$ cat config.mk
export PLATFORM = sky130hd
export DESIGN_NAME = bcd_rtc_core
export DESIGN_NICKNAME = d
export VERILOG_FILES = /design/src/rtl/rtc_pkg.sv /design/src/rtl/bcd_mod_counter.sv /design/src/rtl/bcd_rtc_core.sv
export SDC_FILE = /design/constraint.sdc
export NUM_CORES = 1
export LEC_CHECK = 0
export BUFFER_PORTS_ARGS = -buffer_cell sky130_fd_sc_hd__buf_4
export CORE_MARGIN = 8
export CORE_UTILIZATION = 60
export CTS_CLUSTER_SIZE = 30
export DETAILED_ROUTE_END_ITERATION = 6
export GPL_TIMING_DRIVEN = 0
export PLACE_DENSITY_LB_ADDON = 0.08
export SETUP_SLACK_MARGIN = 0.3
export SYNTH_ARGS = -nofsm -noshare
export SYNTH_HDL_FRONTEND = slang
export SYNTH_SLANG_ARGS = --single-unit
$ cat constraint.sdc
create_clock -name clk1 -period 5.6 [get_ports clk1]
set_clock_uncertainty 0.15 [all_clocks]
set_input_delay 1.12 -clock clk1 [delete_from_list [all_inputs] [get_ports clk1]]
set_output_delay 1.12 -clock clk1 [all_outputs]
set_load 0.01 [all_outputs]
$ cat src/rtl/rtc_pkg.sv
// Shared BCD limits and helpers for the bcd_rtc_core real-time clock.
package rtc_pkg;

  localparam logic [7:0] SEC_MAX   = 8'h59;
  localparam logic [7:0] MIN_MAX   = 8'h59;
  localparam logic [7:0] HOUR_MAX  = 8'h23;
  localparam logic [7:0] HOUR_NOON = 8'h12;

  // Two-digit BCD value: both nibbles decimal and the whole value within lim.
  function automatic logic bcd_valid(input logic [7:0] v, input logic [7:0] lim);
    return (v[7:4] <= 4'd9) && (v[3:0] <= 4'd9) && (v <= lim);
  endfunction

  // 24-hour BCD hour to 12-hour BCD display hour (00 shows as 12).
  function automatic logic [7:0] hour_to_12h(input logic [7:0] h24);
    logic [4:0] bin;
    if (h24 == 8'h00) return HOUR_NOON;
    if (h24 <= HOUR_NOON) return h24;
    bin = 5'(h24[7:4]) * 5'd10 + 5'(h24[3:0]) - 5'd12;
    if (bin >= 5'd10) return {4'd1, 4'(bin - 5'd10)};
    return {4'd0, bin[3:0]};
  endfunction

endpackage

$ cat src/rtl/bcd_mod_counter.sv
// Two-digit BCD modulo counter (0..MAX) with validated load and a
// combinational wrap flag used to chain seconds -> minutes -> hours.
module bcd_mod_counter
  import rtc_pkg::*;
#(
  parameter logic [7:0] MAX = 8'h59
) (
  input  logic       clk1,
  input  logic       rst_n,
  input  logic       inc,
  input  logic       dec,
  input  logic       ld,
  input  logic [7:0] ld_val,
  output logic [7:0] value,
  output logic       wrap
);

  logic [7:0] r_value;
  logic [7:0] w_next;

  // High when the step requested this cycle rolls the field over.
  assign wrap  = (inc && (r_value == MAX)) || (dec && (r_value == 8'h00));
  assign value = r_value;

  // Next value: load (validated) beats increment beats decrement.
  always_comb begin
    // NOTE: default assignment first so every path drives w_next and no latch is inferred.
    w_next = r_value;
    if (ld) begin
      w_next = bcd_valid(ld_val, MAX) ? ld_val : 8'h00;
    end else if (inc) begin
      if (r_value == MAX)         w_next = 8'h00;
      else if (r_value[3:0] == 4'd9) w_next = {r_value[7:4] + 4'd1, 4'd0};
      else                        w_next = r_value + 8'd1;
    end else if (dec) begin
      if (r_value == 8'h00)       w_next = MAX;
      else if (r_value[3:0] == 4'd0) w_next = {r_value[7:4] - 4'd1, 4'd9};
      else                        w_next = r_value - 8'd1;
    end
  end

  // Field register with synchronous reset.
  always_ff @(posedge clk1) begin
    // NOTE: non-blocking assignment so all flops update together at the edge.
    if (!rst_n) r_value <= 8'h00;
    else        r_value <= w_next;
  end

endmodule

$ cat src/rtl/bcd_rtc_core.sv
// BCD hh:mm:ss real-time core with seconds prescaler, up/down counting,
// 12/24-hour display formatting, validated field loads and day-carry pulse.
// Optional alarm (sticky flag, arm/ack) is built when RTC_ALARM_EN is defined.
module bcd_rtc_core
  import rtc_pkg::*;
#(
  parameter int CLK_DIV = 50000000,
  parameter int PS_W    = 26
) (
  input  logic        clk1,
  input  logic        rst_n,
  input  logic        CTT,
  input  logic        CTP,
  input  logic        dir,
  input  logic        mode_12h,
  input  logic [7:0]  hour_in,
  input  logic [7:0]  min_in,
  input  logic [7:0]  sec_in,
  input  logic        hour_ld,
  input  logic        min_ld,
  input  logic        sec_ld,
`ifdef RTC_ALARM_EN
  input  logic [23:0] alarm_in,
  input  logic        alarm_set,
  input  logic        alarm_arm,
  input  logic        alarm_ack,
  output logic        alarm_o,
`endif
  output logic [23:0] num,
  output logic        pm,
  output logic        tick,
  output logic        day_carry
);

  logic [PS_W-1:0] r_ps;
  logic            r_tick;
  logic            r_day_carry;
  logic            w_any_ld;
  logic            w_en;
  logic            w_step;
  logic            w_up;
  logic            w_dn;
  logic [7:0]      w_sec;
  logic [7:0]      w_min;
  logic [7:0]      w_hour;
  logic            w_sec_wrap;
  logic            w_min_wrap;
  logic            w_hour_wrap;

  assign w_any_ld = hour_ld | min_ld | sec_ld;
  assign w_en     = CTT & CTP & ~w_any_ld;
  assign w_step   = w_en && (r_ps == PS_W'(CLK_DIV - 1));
  assign w_up     = w_step & ~dir;
  assign w_dn     = w_step & dir;

  // Seconds prescaler: free-runs while enabled, restarts on any field load.
  always_ff @(posedge clk1) begin
    if (!rst_n || w_any_ld) r_ps <= '0;
    else if (w_en)          r_ps <= w_step ? '0 : r_ps + 1'b1;
  end

  bcd_mod_counter #(.MAX(SEC_MAX)) u_sec (
    .clk1(clk1), .rst_n(rst_n),
    .inc(w_up), .dec(w_dn),
    .ld(sec_ld), .ld_val(sec_in),
    .value(w_sec), .wrap(w_sec_wrap)
  );

  bcd_mod_counter #(.MAX(MIN_MAX)) u_min (
    .clk1(clk1), .rst_n(rst_n),
    .inc(w_up & w_sec_wrap), .dec(w_dn & w_sec_wrap),
    .ld(min_ld), .ld_val(min_in),
    .value(w_min), .wrap(w_min_wrap)
  );

  bcd_mod_counter #(.MAX(HOUR_MAX)) u_hour (
    .clk1(clk1), .rst_n(rst_n),
    .inc(w_up & w_min_wrap), .dec(w_dn & w_min_wrap),
    .ld(hour_ld), .ld_val(hour_in),
    .value(w_hour), .wrap(w_hour_wrap)
  );

  // Registered one-cycle pulses for the second advance and the day wrap.
  always_ff @(posedge clk1) begin
    if (!rst_n) begin
      r_tick      <= 1'b0;
      r_day_carry <= 1'b0;
    end else begin
      r_tick      <= w_step;
      r_day_carry <= w_hour_wrap;
    end
  end

  assign tick      = r_tick;
  assign day_carry = r_day_carry;
  assign pm        = (w_hour >= HOUR_NOON);
  assign num       = {(mode_12h ? hour_to_12h(w_hour) : w_hour), w_min, w_sec};

`ifdef RTC_ALARM_EN
  logic [23:0] r_alarm;
  logic        r_alarm_o;
  logic        w_alarm_hit;

  // Alarm compare value, each field validated like the time loads.
  always_ff @(posedge clk1) begin
    if (!rst_n) begin
      r_alarm <= '0;
    end else if (alarm_set) begin
      r_alarm <= {(bcd_valid(alarm_in[23:16], HOUR_MAX) ? alarm_in[23:16] : 8'h00),
                  (bcd_valid(alarm_in[15:8],  MIN_MAX)  ? alarm_in[15:8]  : 8'h00),
                  (bcd_valid(alarm_in[7:0],   SEC_MAX)  ? alarm_in[7:0]   : 8'h00)};
    end
  end

  // Only a counted second (tick high) can match, so loads never fire it.
  assign w_alarm_hit = r_tick && alarm_arm && ({w_hour, w_min, w_sec} == r_alarm);

  // Sticky alarm flag: set wins over ack; disarming clears it.
  always_ff @(posedge clk1) begin
    if (!rst_n)                        r_alarm_o <= 1'b0;
    else if (w_alarm_hit)              r_alarm_o <= 1'b1;
    else if (alarm_ack || !alarm_arm)  r_alarm_o <= 1'b0;
  end

  assign alarm_o = r_alarm_o;
`endif

endmodule

==> results.sh <==
export IMPL_viasPerCell=6.19
export IMPL_insertion_delay_ns=0.32
export IMPL_die_area_mm2=0.0104
export IMPL_fillers=627
export IMPL_syn_cell_area_mm2=0.00446
export IMPL_dp_hpwl_um=9290
export IMPL_synth_area_leaders="dfxtp_1 (23%), ha_1 (6.7%), xnor2_1 (4.9%)"
export IMPL_vias=4594
export IMPL_grt_pass1_wl_um=20300
export IMPL_max_cap_violations=0
export IMPL_place_congestion=0.923
export IMPL_yosysWarnings=0
export IMPL_synth_top_area_frac=0.233
export IMPL_ctsResizeCount=0
export IMPL_pre_cts_slack_ns=1.17
export IMPL_die_w_um=102
export IMPL_crit_path_end_kind="primary output"
export IMPL_root_buffer="clkbuf_8"
export IMPL_synth_fp_nets=635
export IMPL_core_area_mm2=0.00721
export IMPL_grt_busiest_layer="met2"
export IMPL_instances_no_fill=742
export IMPL_dpl_cell_area_mm2=0.00502
export IMPL_r2r_start="u_min.value[0]$_SDFFE_PN0P_"
export IMPL_critical_path_class="flip-flop to primary output"
export IMPL_report_final_slew_viol_count=0
export IMPL_initialDrtViolationCount=249
export IMPL_ys_flop_type="dfxtp_1"
export IMPL_rsz0062_at_grt="no"
export IMPL_crit_fanout=10
export IMPL_areaGrowthSynthToFinish_pct=14.7
export IMPL_synth_compound_area_share=0.213
export IMPL_synth_top_family_by_area="simple AND/OR/NAND/NOR gates"
export IMPL_dp_cells=734
export IMPL_async_flop_share=0
export IMPL_yosysTopAreaCell="dfxtp_1"
export IMPL_boundaryPins=60
export IMPL_yosys_area_share_simple=0.304
export IMPL_synth_edf_count=0
export IMPL_fin_crit_ns=4.84
export IMPL_setup_violations_final=0
export IMPL_cts_setup_buffers=0
export IMPL_cts_buffers=5
export IMPL_ff2ff_path_depth=8
export IMPL_hold_viol_final=0
export IMPL_hold_class="flip-flop to flip-flop"
export IMPL_synth_mux_area_frac=0.0393
export IMPL_drc_errors=0
export IMPL_min_to="r_ps[1]$_SDFFE_PP0P_"
export IMPL_yosys_register_bits=52
export IMPL_clk_pin_slew_ns=0.11
export IMPL_cts_tree="yes"
export IMPL_grt_util_met1=0.301
export IMPL_firstDrtPassIters=5
export IMPL_peakVddDrop_mv=0.121
export IMPL_wl_per_cell_um=16.5
export IMPL_synthAdderAreaFrac=0.0718
export IMPL_rows=31
export IMPL_ff2ff_setup_slack_ns=2.33
export IMPL_grt_use_met2=0.401
export IMPL_fin_area_mm2=0.00511
export IMPL_grt_max_degree=18
export IMPL_finalWirelength_um=12300
export IMPL_fin_crit_sh=0.864
export IMPL_yosys_cell_types_count=74
export IMPL_grt_pass1_vias=4348
export IMPL_synth_cells=577
export IMPL_ant_nets=0
export IMPL_worstPathArrival_ns=3.57
export IMPL_synth_xor_area_share=0.0758
export IMPL_r2r_end="u_hour.value[5]$_SDFFE_PN0P_"
export IMPL_die_y_um=102
export IMPL_fmax_mhz=207
export IMPL_portBuffers=58
export IMPL_worstMarginPinSlew_ns=1.20
export IMPL_htreeDepth=2
export IMPL_startpoint="u_hour.value[2]$_SDFFE_PN0P_"
export IMPL_required_ns=4.33
export IMPL_max_slew_margin=0.196
export IMPL_seq_area_frac_synth=0.233
export IMPL_status="finished clean"
export IMPL_diodes=0
export IMPL_finalWorstSetupSlack_ns=0.763
export IMPL_synth_common_cells="nand2_1 (53), dfxtp_1 (52), nor2_1 (45)"
export IMPL_grt_overflow_total=0
export IMPL_grt_use_met3=0.0361
export IMPL_initial_core_util=0.618
export IMPL_cts_sinks=52
export IMPL_yosys_cell_count_top_type="nand2_1"
export IMPL_powerDensity_mw_per_mm2=165
export IMPL_final_layout_size_suffix_gt1_frac=0.156
export IMPL_leakage_nw=1.85
export IMPL_track_usage=0.236
export IMPL_min_from="r_ps[1]$_SDFFE_PP0P_"
export IMPL_clk_path_buf_depth=2
export IMPL_nets=700
export IMPL_antenna_found_initial=0
export IMPL_synth_avg_cell_area_um2=7.73
export IMPL_cp_start_kind="flip-flop"
export IMPL_min_path_cells=2
export IMPL_holdBufCountCts=0
export IMPL_tns_ns=0
==> report_power, final <==
part,total (mW),switching (mW),internal [mW]
Sequential,0.386,0.00951,0.377
Clock,0.229,0.140,0.0892
Combinational,0.229,0.128,0.102
Total,0.845,0.277,0.568
==> layer usage <==
layer / vias up / share of wire
met5: - / 0
met4: 0 / 0.012
met3: 19 / 0.072
met2: 181 / 0.48
met1: 2158 / 0.43
li1: 2236 / -
==> cells by family after synthesis <==
logic type      after synthesis
compound gates              127
flops                        52
buf+inv                      69
xor+xnor                     37
mux                          17
simple gates                250
fa+ha+maj                    25
==> metrics by stage <==
step / util / hold slack (ns) / total power, mW
finish: 0.709 / 0.342 / 0.845
global route: 0.709 / 0.386 / 0.888
CTS: 0.709 / 0.346 / 0.848
detailed placement: 0.696 / 0.330 / 0.620
global placement: 0.696 / 0.310 / 0.613
floorplan: - / 0.299 / 0.543
==> layout make-up <==
class,instances,area (um^2),share of cell area
Multi-Input combinational cell,456,3150,0.615
Sequential cell,52,1040,0.204
Timing Repair Buffer,58,435,0.0851
Buffer,42,178,0.0347
Tap cell,99,124,0.0242
Inverter,27,101,0.0198
Clock buffer,5,68.8,0.0135
Clock inverter,3,21.3,0.00416
==> flip-flops by register name, summed over array words and instances (netlist names) <==
signal and cells:
tick 1, u_min.value 8, r_ps 26, u_sec.value 8, day_carry 1, u_hour.value 8
==> how the worst max path moves through the flow <==
stage / end / slack [ns]
2_1_floorplan: num[18] / 1.57
3_3_place_gp: num[18] / 1.25
3_5_place_dp: num[18] / 1.17
4_1_cts: num[18] / 0.79
5_1_grt: num[18] / 0.54
6_report: num[18] / 0.76
==> placed cells by master, fill, tap and decap left out, types with 6 or more instances in the layout <==
cell type  instances
mux2i_1           13
clkbuf_1          32
nor3_1            22
nand4_1           11
inv_1             26
or3_1             11
nor2_1            45
a31oi_1            9
a221oi_1           6
nor4_1            14
xor2_1            11
ha_1              24
buf_1              6
a21oi_1           23
dfxtp_1           52
a311oi_1           7
buf_4             59
and3_1             6
or2_2              6
nand3_1           27
nor2b_1            9
xnor2_1           25
o21ai_0           19
nand2_1           53
==> critical path, cell delays in order (launching register included) <==
cell and delay (ns):
dfxtp_1 0.35, clkbuf_1 0.29, clkbuf_1 0.38, inv_1 0.14
ha_1 0.31, inv_1 0.04, ha_1 0.20, fa_1 0.38
xor2_1 0.16, xnor2_1 0.19, a21bo_2 0.27, mux2_2 0.27
o22ai_1 0.12, buf_4 0.15
Power figures use the tool's default switching activity.
